--- config.mk ---
export PLATFORM = sky130hd
export DESIGN_NAME = id_ex_operand_stage
export DESIGN_NICKNAME = d
export VERILOG_FILES = /design/src/rtl/id_ex_operand_stage.sv
export SDC_FILE = /design/constraint.sdc
export NUM_CORES = 1
export LEC_CHECK = 0
export ABC_AREA = 1
export BUFFER_PORTS_ARGS = -buffer_cell sky130_fd_sc_hd__buf_2
export CAP_MARGIN = 20
export CORE_ASPECT_RATIO = 1.1
export CORE_UTILIZATION = 40
export DETAILED_ROUTE_END_ITERATION = 16
export PLACE_DENSITY = 0.68
export SYNTH_ARGS = -nofsm -noshare
export SYNTH_HDL_FRONTEND = slang
export SYNTH_SLANG_ARGS = --single-unit
--- constraint.sdc ---
create_clock -name clk -period 2.35 [get_ports clk]
set_input_delay 0.235 -clock clk [delete_from_list [all_inputs] [get_ports clk]]
set_output_delay 0.235 -clock clk [all_outputs]
set_load 0.005 [all_outputs]
--- src/rtl/id_ex_operand_stage.sv ---
// ID/EX pipeline register for the 32-bit ALU. It resolves EX/MEM/WB bypassing at capture time,
// inserts load-use bubbles and keeps a saturating bubble count.
module id_ex_operand_stage #(
    parameter int unsigned N_BITS    = 32,
    parameter int unsigned CNT_WIDTH = 16
) (
    input  logic                 clk,
    input  logic                 reset,
    input  logic                 id_valid,
    input  logic [3:0]           id_alu_operation,
    input  logic [N_BITS-1:0]    id_rs_data,
    input  logic [N_BITS-1:0]    id_rt_data,
    input  logic [N_BITS-1:0]    id_imm,
    input  logic [4:0]           id_shamt,
    input  logic [4:0]           id_rs_addr,
    input  logic [4:0]           id_rt_addr,
    input  logic [4:0]           id_rd_addr,
    input  logic                 id_alu_src,
    input  logic                 id_reg_dst,
    input  logic                 id_reg_write,
    input  logic                 id_mem_read,
    input  logic                 id_mem_write,
    input  logic                 id_mem_to_reg,
    input  logic [N_BITS-1:0]    alu_result,
    input  logic                 mem_reg_write,
    input  logic [4:0]           mem_write_reg,
    input  logic [N_BITS-1:0]    mem_fwd_data,
    input  logic                 wb_reg_write,
    input  logic [4:0]           wb_write_reg,
    input  logic [N_BITS-1:0]    wb_data,
    input  logic                 stall_in,
    input  logic                 flush,
    output logic                 stall_id,
    output logic                 ex_valid,
    output logic [3:0]           ex_alu_operation,
    output logic [N_BITS-1:0]    ex_a,
    output logic [N_BITS-1:0]    ex_b,
    output logic [4:0]           ex_shamt,
    output logic [N_BITS-1:0]    ex_store_data,
    output logic [4:0]           ex_write_reg,
    output logic                 ex_reg_write,
    output logic                 ex_mem_read,
    output logic                 ex_mem_write,
    output logic                 ex_mem_to_reg,
    output logic [CNT_WIDTH-1:0] bubble_count
);

    logic              ex_fwd_ok;
    logic              rs_ex_hit, rs_mem_hit, rs_wb_hit;
    logic              rt_ex_hit, rt_mem_hit, rt_wb_hit;
    logic              rt_used;
    logic              hazard;
    logic [N_BITS-1:0] fwd_rs, fwd_rt;
    logic [N_BITS-1:0] b_sel;
    logic [4:0]        write_reg_sel;

    // A load in EX has no result yet, so it never forwards from alu_result.
    assign ex_fwd_ok  = ex_valid & ex_reg_write & ~ex_mem_read;

    assign rs_ex_hit  = ex_fwd_ok && (ex_write_reg == id_rs_addr) && (id_rs_addr != 5'd0);
    assign rs_mem_hit = mem_reg_write && (mem_write_reg == id_rs_addr) && (id_rs_addr != 5'd0);
    assign rs_wb_hit  = wb_reg_write && (wb_write_reg == id_rs_addr) && (id_rs_addr != 5'd0);
    assign rt_ex_hit  = ex_fwd_ok && (ex_write_reg == id_rt_addr) && (id_rt_addr != 5'd0);
    assign rt_mem_hit = mem_reg_write && (mem_write_reg == id_rt_addr) && (id_rt_addr != 5'd0);
    assign rt_wb_hit  = wb_reg_write && (wb_write_reg == id_rt_addr) && (id_rt_addr != 5'd0);

    always_comb begin
        fwd_rs = id_rs_data;
        if (rs_ex_hit) begin
            fwd_rs = alu_result;
        end else if (rs_mem_hit) begin
            fwd_rs = mem_fwd_data;
        end else if (rs_wb_hit) begin
            fwd_rs = wb_data;
        end
    end

    always_comb begin
        fwd_rt = id_rt_data;
        if (rt_ex_hit) begin
            fwd_rt = alu_result;
        end else if (rt_mem_hit) begin
            fwd_rt = mem_fwd_data;
        end else if (rt_wb_hit) begin
            fwd_rt = wb_data;
        end
    end

    assign b_sel         = id_alu_src ? id_imm : fwd_rt;
    assign write_reg_sel = id_reg_dst ? id_rd_addr : id_rt_addr;

    // rt only matters when it feeds the ALU or is the store data.
    assign rt_used  = ~id_alu_src | id_mem_write;
    assign hazard   = id_valid & ex_valid & ex_mem_read & ex_reg_write & (ex_write_reg != 5'd0)
                    & ((ex_write_reg == id_rs_addr) | ((ex_write_reg == id_rt_addr) & rt_used));
    assign stall_id = stall_in | hazard;

    always_ff @(posedge clk or negedge reset) begin
        if (!reset) begin
            ex_valid         <= 1'b0;
            ex_alu_operation <= 4'd0;
            ex_a             <= '0;
            ex_b             <= '0;
            ex_shamt         <= 5'd0;
            ex_store_data    <= '0;
            ex_write_reg     <= 5'd0;
            ex_reg_write     <= 1'b0;
            ex_mem_read      <= 1'b0;
            ex_mem_write     <= 1'b0;
            ex_mem_to_reg    <= 1'b0;
            bubble_count     <= '0;
        end else if (flush || !stall_in) begin
            if (flush || hazard) begin
                ex_valid         <= 1'b0;
                ex_alu_operation <= 4'd0;
                ex_a             <= '0;
                ex_b             <= '0;
                ex_shamt         <= 5'd0;
                ex_store_data    <= '0;
                ex_write_reg     <= 5'd0;
                ex_reg_write     <= 1'b0;
                ex_mem_read      <= 1'b0;
                ex_mem_write     <= 1'b0;
                ex_mem_to_reg    <= 1'b0;
            end else begin
                ex_valid         <= id_valid;
                ex_alu_operation <= id_alu_operation;
                ex_a             <= fwd_rs;
                ex_b             <= b_sel;
                ex_shamt         <= id_shamt;
                ex_store_data    <= fwd_rt;
                ex_write_reg     <= write_reg_sel;
                ex_reg_write     <= id_reg_write & id_valid;
                ex_mem_read      <= id_mem_read & id_valid;
                ex_mem_write     <= id_mem_write & id_valid;
                ex_mem_to_reg    <= id_mem_to_reg & id_valid;
            end
            // A flush swallows the hazard, so that case is not counted as a bubble.
            if (!flush && hazard && (bubble_count != {CNT_WIDTH{1'b1}})) begin
                bubble_count <= bubble_count + {{(CNT_WIDTH-1){1'b0}}, 1'b1};
            end
        end
    end

endmodule

Word level (Yosys, flattened, before mapping)
Index checks and enable logic that the tools add are counted.

Register bits: 131. Input port bits: 239. Output and inout bits: 132. Logic and storage cells: 78.

Add/subtract/negate cells: 1. Eq/ne operators: 7. Muxes and demuxes: 19. Bitwise logic cells: 17. Reductions and logical operators: 22.

Operators with widths (count): 32-bit 2-to-1 mux (10); 5-bit == test (6); 16-bit by 1-bit adder with 16-bit output, second input constant (1); 16-bit != test, second input constant (1); 5-bit 2-to-1 mux (3); 5-bit nonzero test (3); 1-bit logical AND (14); 1-bit AND (12); 1-bit 2-to-1 mux (5); 4-bit 2-to-1 mux (1); 1-bit OR (3); 1-bit zero test (2); 1-bit logical OR (2); 1-bit NOT (2); 2-bit AND reduction (1).

Depth between registers and ports, before layout
Word-level depth: 8. Mapped depth: 15. Gate-level depth less buffers: 14.

Worst setup path before layout
Ideal clock, no wire load.

Path kind: reg-to-reg. Start: register bubble_count[0]. End: register bubble_count[15]. Setup time: 0.117 ns. Arrival time: 1.678 ns. Data required time: 2.233 ns. Setup slack: 0.555 ns. Cell stages (with the launch flop): 12. Buffers on the path: 0. Period minus slack after synthesis: 1.795 ns. Cells stage by stage: dfrtp_1 > ha_1 > nand3_1 > nor2_1 > nand2_1 > nor2_1 > a21oi_2 > nand3_2 > nor2_1 > nand2_1 > nand2_1 > nand2_1.

Word-level cells in the longest chain between the ends: 3. Elaborated cells on any way between the ends: 4. Those cells by class: add/sub (1); eq/ne (1); reduce/logical (2).

RTL lines: start: declaration (RTL line 45) `output logic [CNT_WIDTH-1:0] bubble_count`; start signal: assignment (RTL line 140) `bubble_count <= bubble_count + {{(CNT_WIDTH-1){1'b0}}, 1'b1};`; parallel branches: the longest is 3 deep, another holds 16-bit by 1-bit adder with 16-bit output.

Several ways; the timed one is not identified. A chain may end at the register's enable or synchronous reset.

Final worst setup path
Start: register ex_write_reg[3]. End: register ex_b[28].

Word-level cells in the longest chain between the ends: 6. Elaborated cells on any way between the ends: 13. Those cells by class: eq/ne (2); mux (3); bitwise (4); reduce/logical (4).

RTL lines: start: declaration (RTL line 40) `output logic [4:0] ex_write_reg,`; start signal: assignment (RTL line 132) `ex_write_reg <= write_reg_sel;`; 5-bit == test (RTL line 63, 95); 1-bit AND or 1-bit logical AND (tied branches) (RTL line 95, 63); 1-bit OR or 1-bit logical AND (tied branches) (RTL line 95, 63); 1-bit AND or 32-bit 2-to-1 mux (tied branches) (RTL line 95, 80); 1-bit logical OR or 32-bit 2-to-1 mux (tied branches) (RTL line 113, 89); 32-bit 2-to-1 mux (*) (RTL line 113) `if (flush || hazard) begin`; end signal: assignment (RTL line 129) `ex_b <= b_sel;`; end: declaration (RTL line 37) `output logic [N_BITS-1:0] ex_b,`.

Every way passes the cells marked *; elsewhere a longest branch is shown, timed or not.

==> results by group <==
Route
  • WL met2: 16.9 mm
  • Max layer used: met5
  • Pre-Repair DR Iteration Count: 5
  • Metal-1 WL: 14.0 mm
  • Met3 routed WL: 2.96 mm
  • Routed WL: 35.2 mm
  • 1st-iter DRT viols: 769
  • DRC: 0
  • Vias: 10600
  • Via density: 5.00
  • Antenna Nets Post-Route: 0
  • Avg WL per Cell: 16.6 µm

Placed design
  • Final Wtd Congestion: 0.948
  • Hpwl dp: 25.7 mm
  • I/O Buffers: 370

Min path
  • Hold Path Class: in -> reg
  • Hold Path Stages: 3

Floorplanning
  • Die area: 0.0230 mm²
  • I/O Pins: 371
  • Row count: 57
  • Core Area: 0.0220 mm²
  • Starting Density: 40.7%
  • Die Y: 159 µm
  • Die W: 145 µm

Timing
  • Max-slew headroom: 49.3%
  • Final min period: 2170 ps
  • Final Hold Viols: 0
  • Fmax: 0.462 GHz
  • Clock skew: 12.1 ps
  • RSZ-0062 raised after global routing: no
  • TNS Setup: 0 ps
  • Worst Tran Pin Value: 760 ps
  • Period utilization: 92.2%
  • Min Hold Slack: 14.5 ps
  • Final setup vio count: 0
  • Pins Over Slew Limit: 0

Logic synthesis
  • #FFs+latches synth: 131
  • Cell count after synthesis: 1463
  • Most common library cells after synthesis: 579 x nand2_1, 206 x nand3_1, 165 x inv_1
  • Count leader, synth: nand2_1
  • Synth top area cells: dfrtp_1 37%, nand2_1 24%, nand3_1 11%
  • Synth top area share: 36.5%
  • Cell taking the most area after synthesis: dfrtp_1
  • Yosys warns: 0
  • Net Count, Synth: 1703
  • Number of flops mapped to enable cells by yosys: 0
  • Most common flop cell mapped by yosys: dfrtp_1
  • Post-synthesis sequential area ratio: 36.5%
  • Distinct cell type count after synthesis: 33
  • Synthesized area: 0.00897 mm²
  • Average instance area after synthesis: 6.13 µm²
  • Synth async-reset ratio: 100%

Job
  • Max_cap viols: 0

Setup path
  • Worst Setup End Kind: register
  • WP buf/inv: 2
  • Critical Path Start Type: register
  • Cell repeated most along the worst path: nand2_1
  • Worst-path cell chain: inv_1, nand2_1, nand2_1, nand3_1, nor2_1, nand2_2, buf_12, or2_2, nand2_1, nand2_1, nand2_1, nand2_1
  • CP top delay family: simple AND/OR/NAND/NOR gates
  • WS Path Type: reg -> reg
  • R2R cell count: 12
  • CP arrival: 2470 ps
  • Slowest stage cell, crit path: dfrtp_1
  • CP max stage delay: 430 ps
  • Critical path depth: 12
  • CP max FO: 23
  • Worst EP required: 2660 ps

Finish
  • Layout Utilization: 53.5%
  • Layout cells sized above 1: 25.4%
  • P&R area growth vs syn: 31.5%
  • # nets final: 2044
  • FILL cells: 2318
  • Top Registers: ex_a x32, ex_b x32, ex_store_data x32

Global routing
  • Number of global-route vias before repair: 9996
  • First-pass GRT wire length: 54.9 mm
  • GRT overflow: 0
  • Tot GR Track Use: 31.0%
  • Largest net degree at the start of global routing: 104
  • Antenna violations before repair: 4

CTS
  • Post-cts sizing count: 0
  • Root buffer cell: clkbuf_16
  • CTS clock-pin slew for the worst setup and hold paths: 60 ps
  • CTS tree: done
  • Insertion delay to the later sink of the worst-skew pair: 420 ps
  • Clock tree sinks: 131
  • Clock Path Buffers: 2
  • H-Tree Depth: 4
  • CTS Buf Count: 17

Power
  • Comb power frac: 19.0%
  • Switching power: 1.94 mW
  • Switching fraction of total power: 30.8%
  • Pwr per Cell Area: 533 mW/mm²
  • Clk pwr share: 41.8%
  • Leakage: 7.24 nW
  • Seq pwr share: 39.2%
  • Total internal power: 4.34 mW
  • Peak VDD IR: 0.398 mV
  • Final Power: 6.28 mW

Run status
  • Outcome: finished, final reports clean
## final cells by class
type | instances | area [µm²] | area share, %
antenna | 3 | 7.51 | 0.0636
clock buffer | 19 | 443 | 3.75
clock inverter | 13 | 128 | 1.08
inverter | 179 | 672 | 5.70
multi-input combinational | 1078 | 4710 | 39.9
sequential | 131 | 3280 | 27.8
tap | 295 | 369 | 3.13
timing repair buffer | 397 | 2190 | 18.6
## worst reg2reg max path: cells and delay by family (launching register included)
kind          cells  cell delay (ps)
flops             1              430
buf+inv           2              390
simple gates     10             1220
## cell usage in the layout, fill, tap and decap left out, drive strengths merged
| cell type | instances |
|---|---|
| dlygate4sd3 | 1 |
| xor2 | 11 |
| bufinv | 1 |
| o21ai | 48 |
| a21oi | 4 |
| o211ai | 1 |
| o22ai | 5 |
| clkinv | 8 |
| clkinvlp | 3 |
| dfrtp | 131 |
| inv | 180 |
| o31ai | 1 |
| diode | 3 |
| nand3b | 1 |
| nand2 | 582 |
| ha | 1 |
| nor2 | 159 |
| clkbuf | 19 |
| nor3 | 7 |
| nand3 | 207 |
| nand4 | 12 |
| or2 | 33 |
| buf | 396 |
| xnor2 | 6 |
## power groups by stage
| stage | Clock, mW | Sequential [mW] | Combinational [mW] |
|---|---|---|---|
| CTS | 2.66 | 2.46 | 1.19 |
| floorplan | 0 | 2.50 | 0.534 |
| global route | 2.77 | 2.48 | 1.33 |
| detailed placement | 0 | 2.50 | 1.19 |
| finish | 2.63 | 2.46 | 1.19 |
| global placement | 0 | 2.50 | 1.18 |
## cells by family after synthesis
| group | synth area share (%) |
|---|---|
| AND/OR/NAND/NOR | 46.6 |
| buffers and inverters | 11.7 |
| flip-flops | 36.5 |
| AO/OA/AOI/OAI | 3.46 |
| XOR/XNOR | 1.66 |
| adder cells (fa/ha/maj) | 0.139 |
## worst paths after layout
check / start / to / slack (ps)
min reg2reg: ex_shamt[0]$_DFFE_PN0P_ / ex_shamt[0]$_DFFE_PN0P_ / 470
max: ex_write_reg[3]$_DFFE_PN0P_ / ex_b[28]$_DFFE_PN0P_ / 180
max in group asynchronous: reset / ex_a[31]$_DFFE_PN0P_ / 1350
min in group asynchronous: reset / ex_b[4]$_DFFE_PN0P_ / 300
max reg2reg: ex_write_reg[3]$_DFFE_PN0P_ / ex_b[28]$_DFFE_PN0P_ / 180
min: id_shamt[1] / ex_shamt[1]$_DFFE_PN0P_ / 10
## stage by stage
step / setup slack (ps) / cell area [µm²] / cells
2_1_floorplan: 555 / 8970 / 1463
3_3_place_gp: 202 / 11200 / 2079
3_5_place_dp: 222 / 11200 / 2079
4_1_cts: 191 / 11800 / 2112
5_1_grt: 11.9 / 11800 / 2114
6_report: 184 / 11800 / 2115
## layer usage
metal / GRT usage [%] / vias to the layer above
li1: - / 5179
met1: 39.3 / 4778
met2: 51.4 / 540
met3: 5.50 / 72
met4: 13.2 / 2
met5: 0 / -
## what timing repair did
action / 4_1_cts / 5_1_grt
hold endpoints to repair: 37 / 0
setup buffers: 0 / 0
hold buffers: 1 / 0
Power figures use the tool's default switching activity.
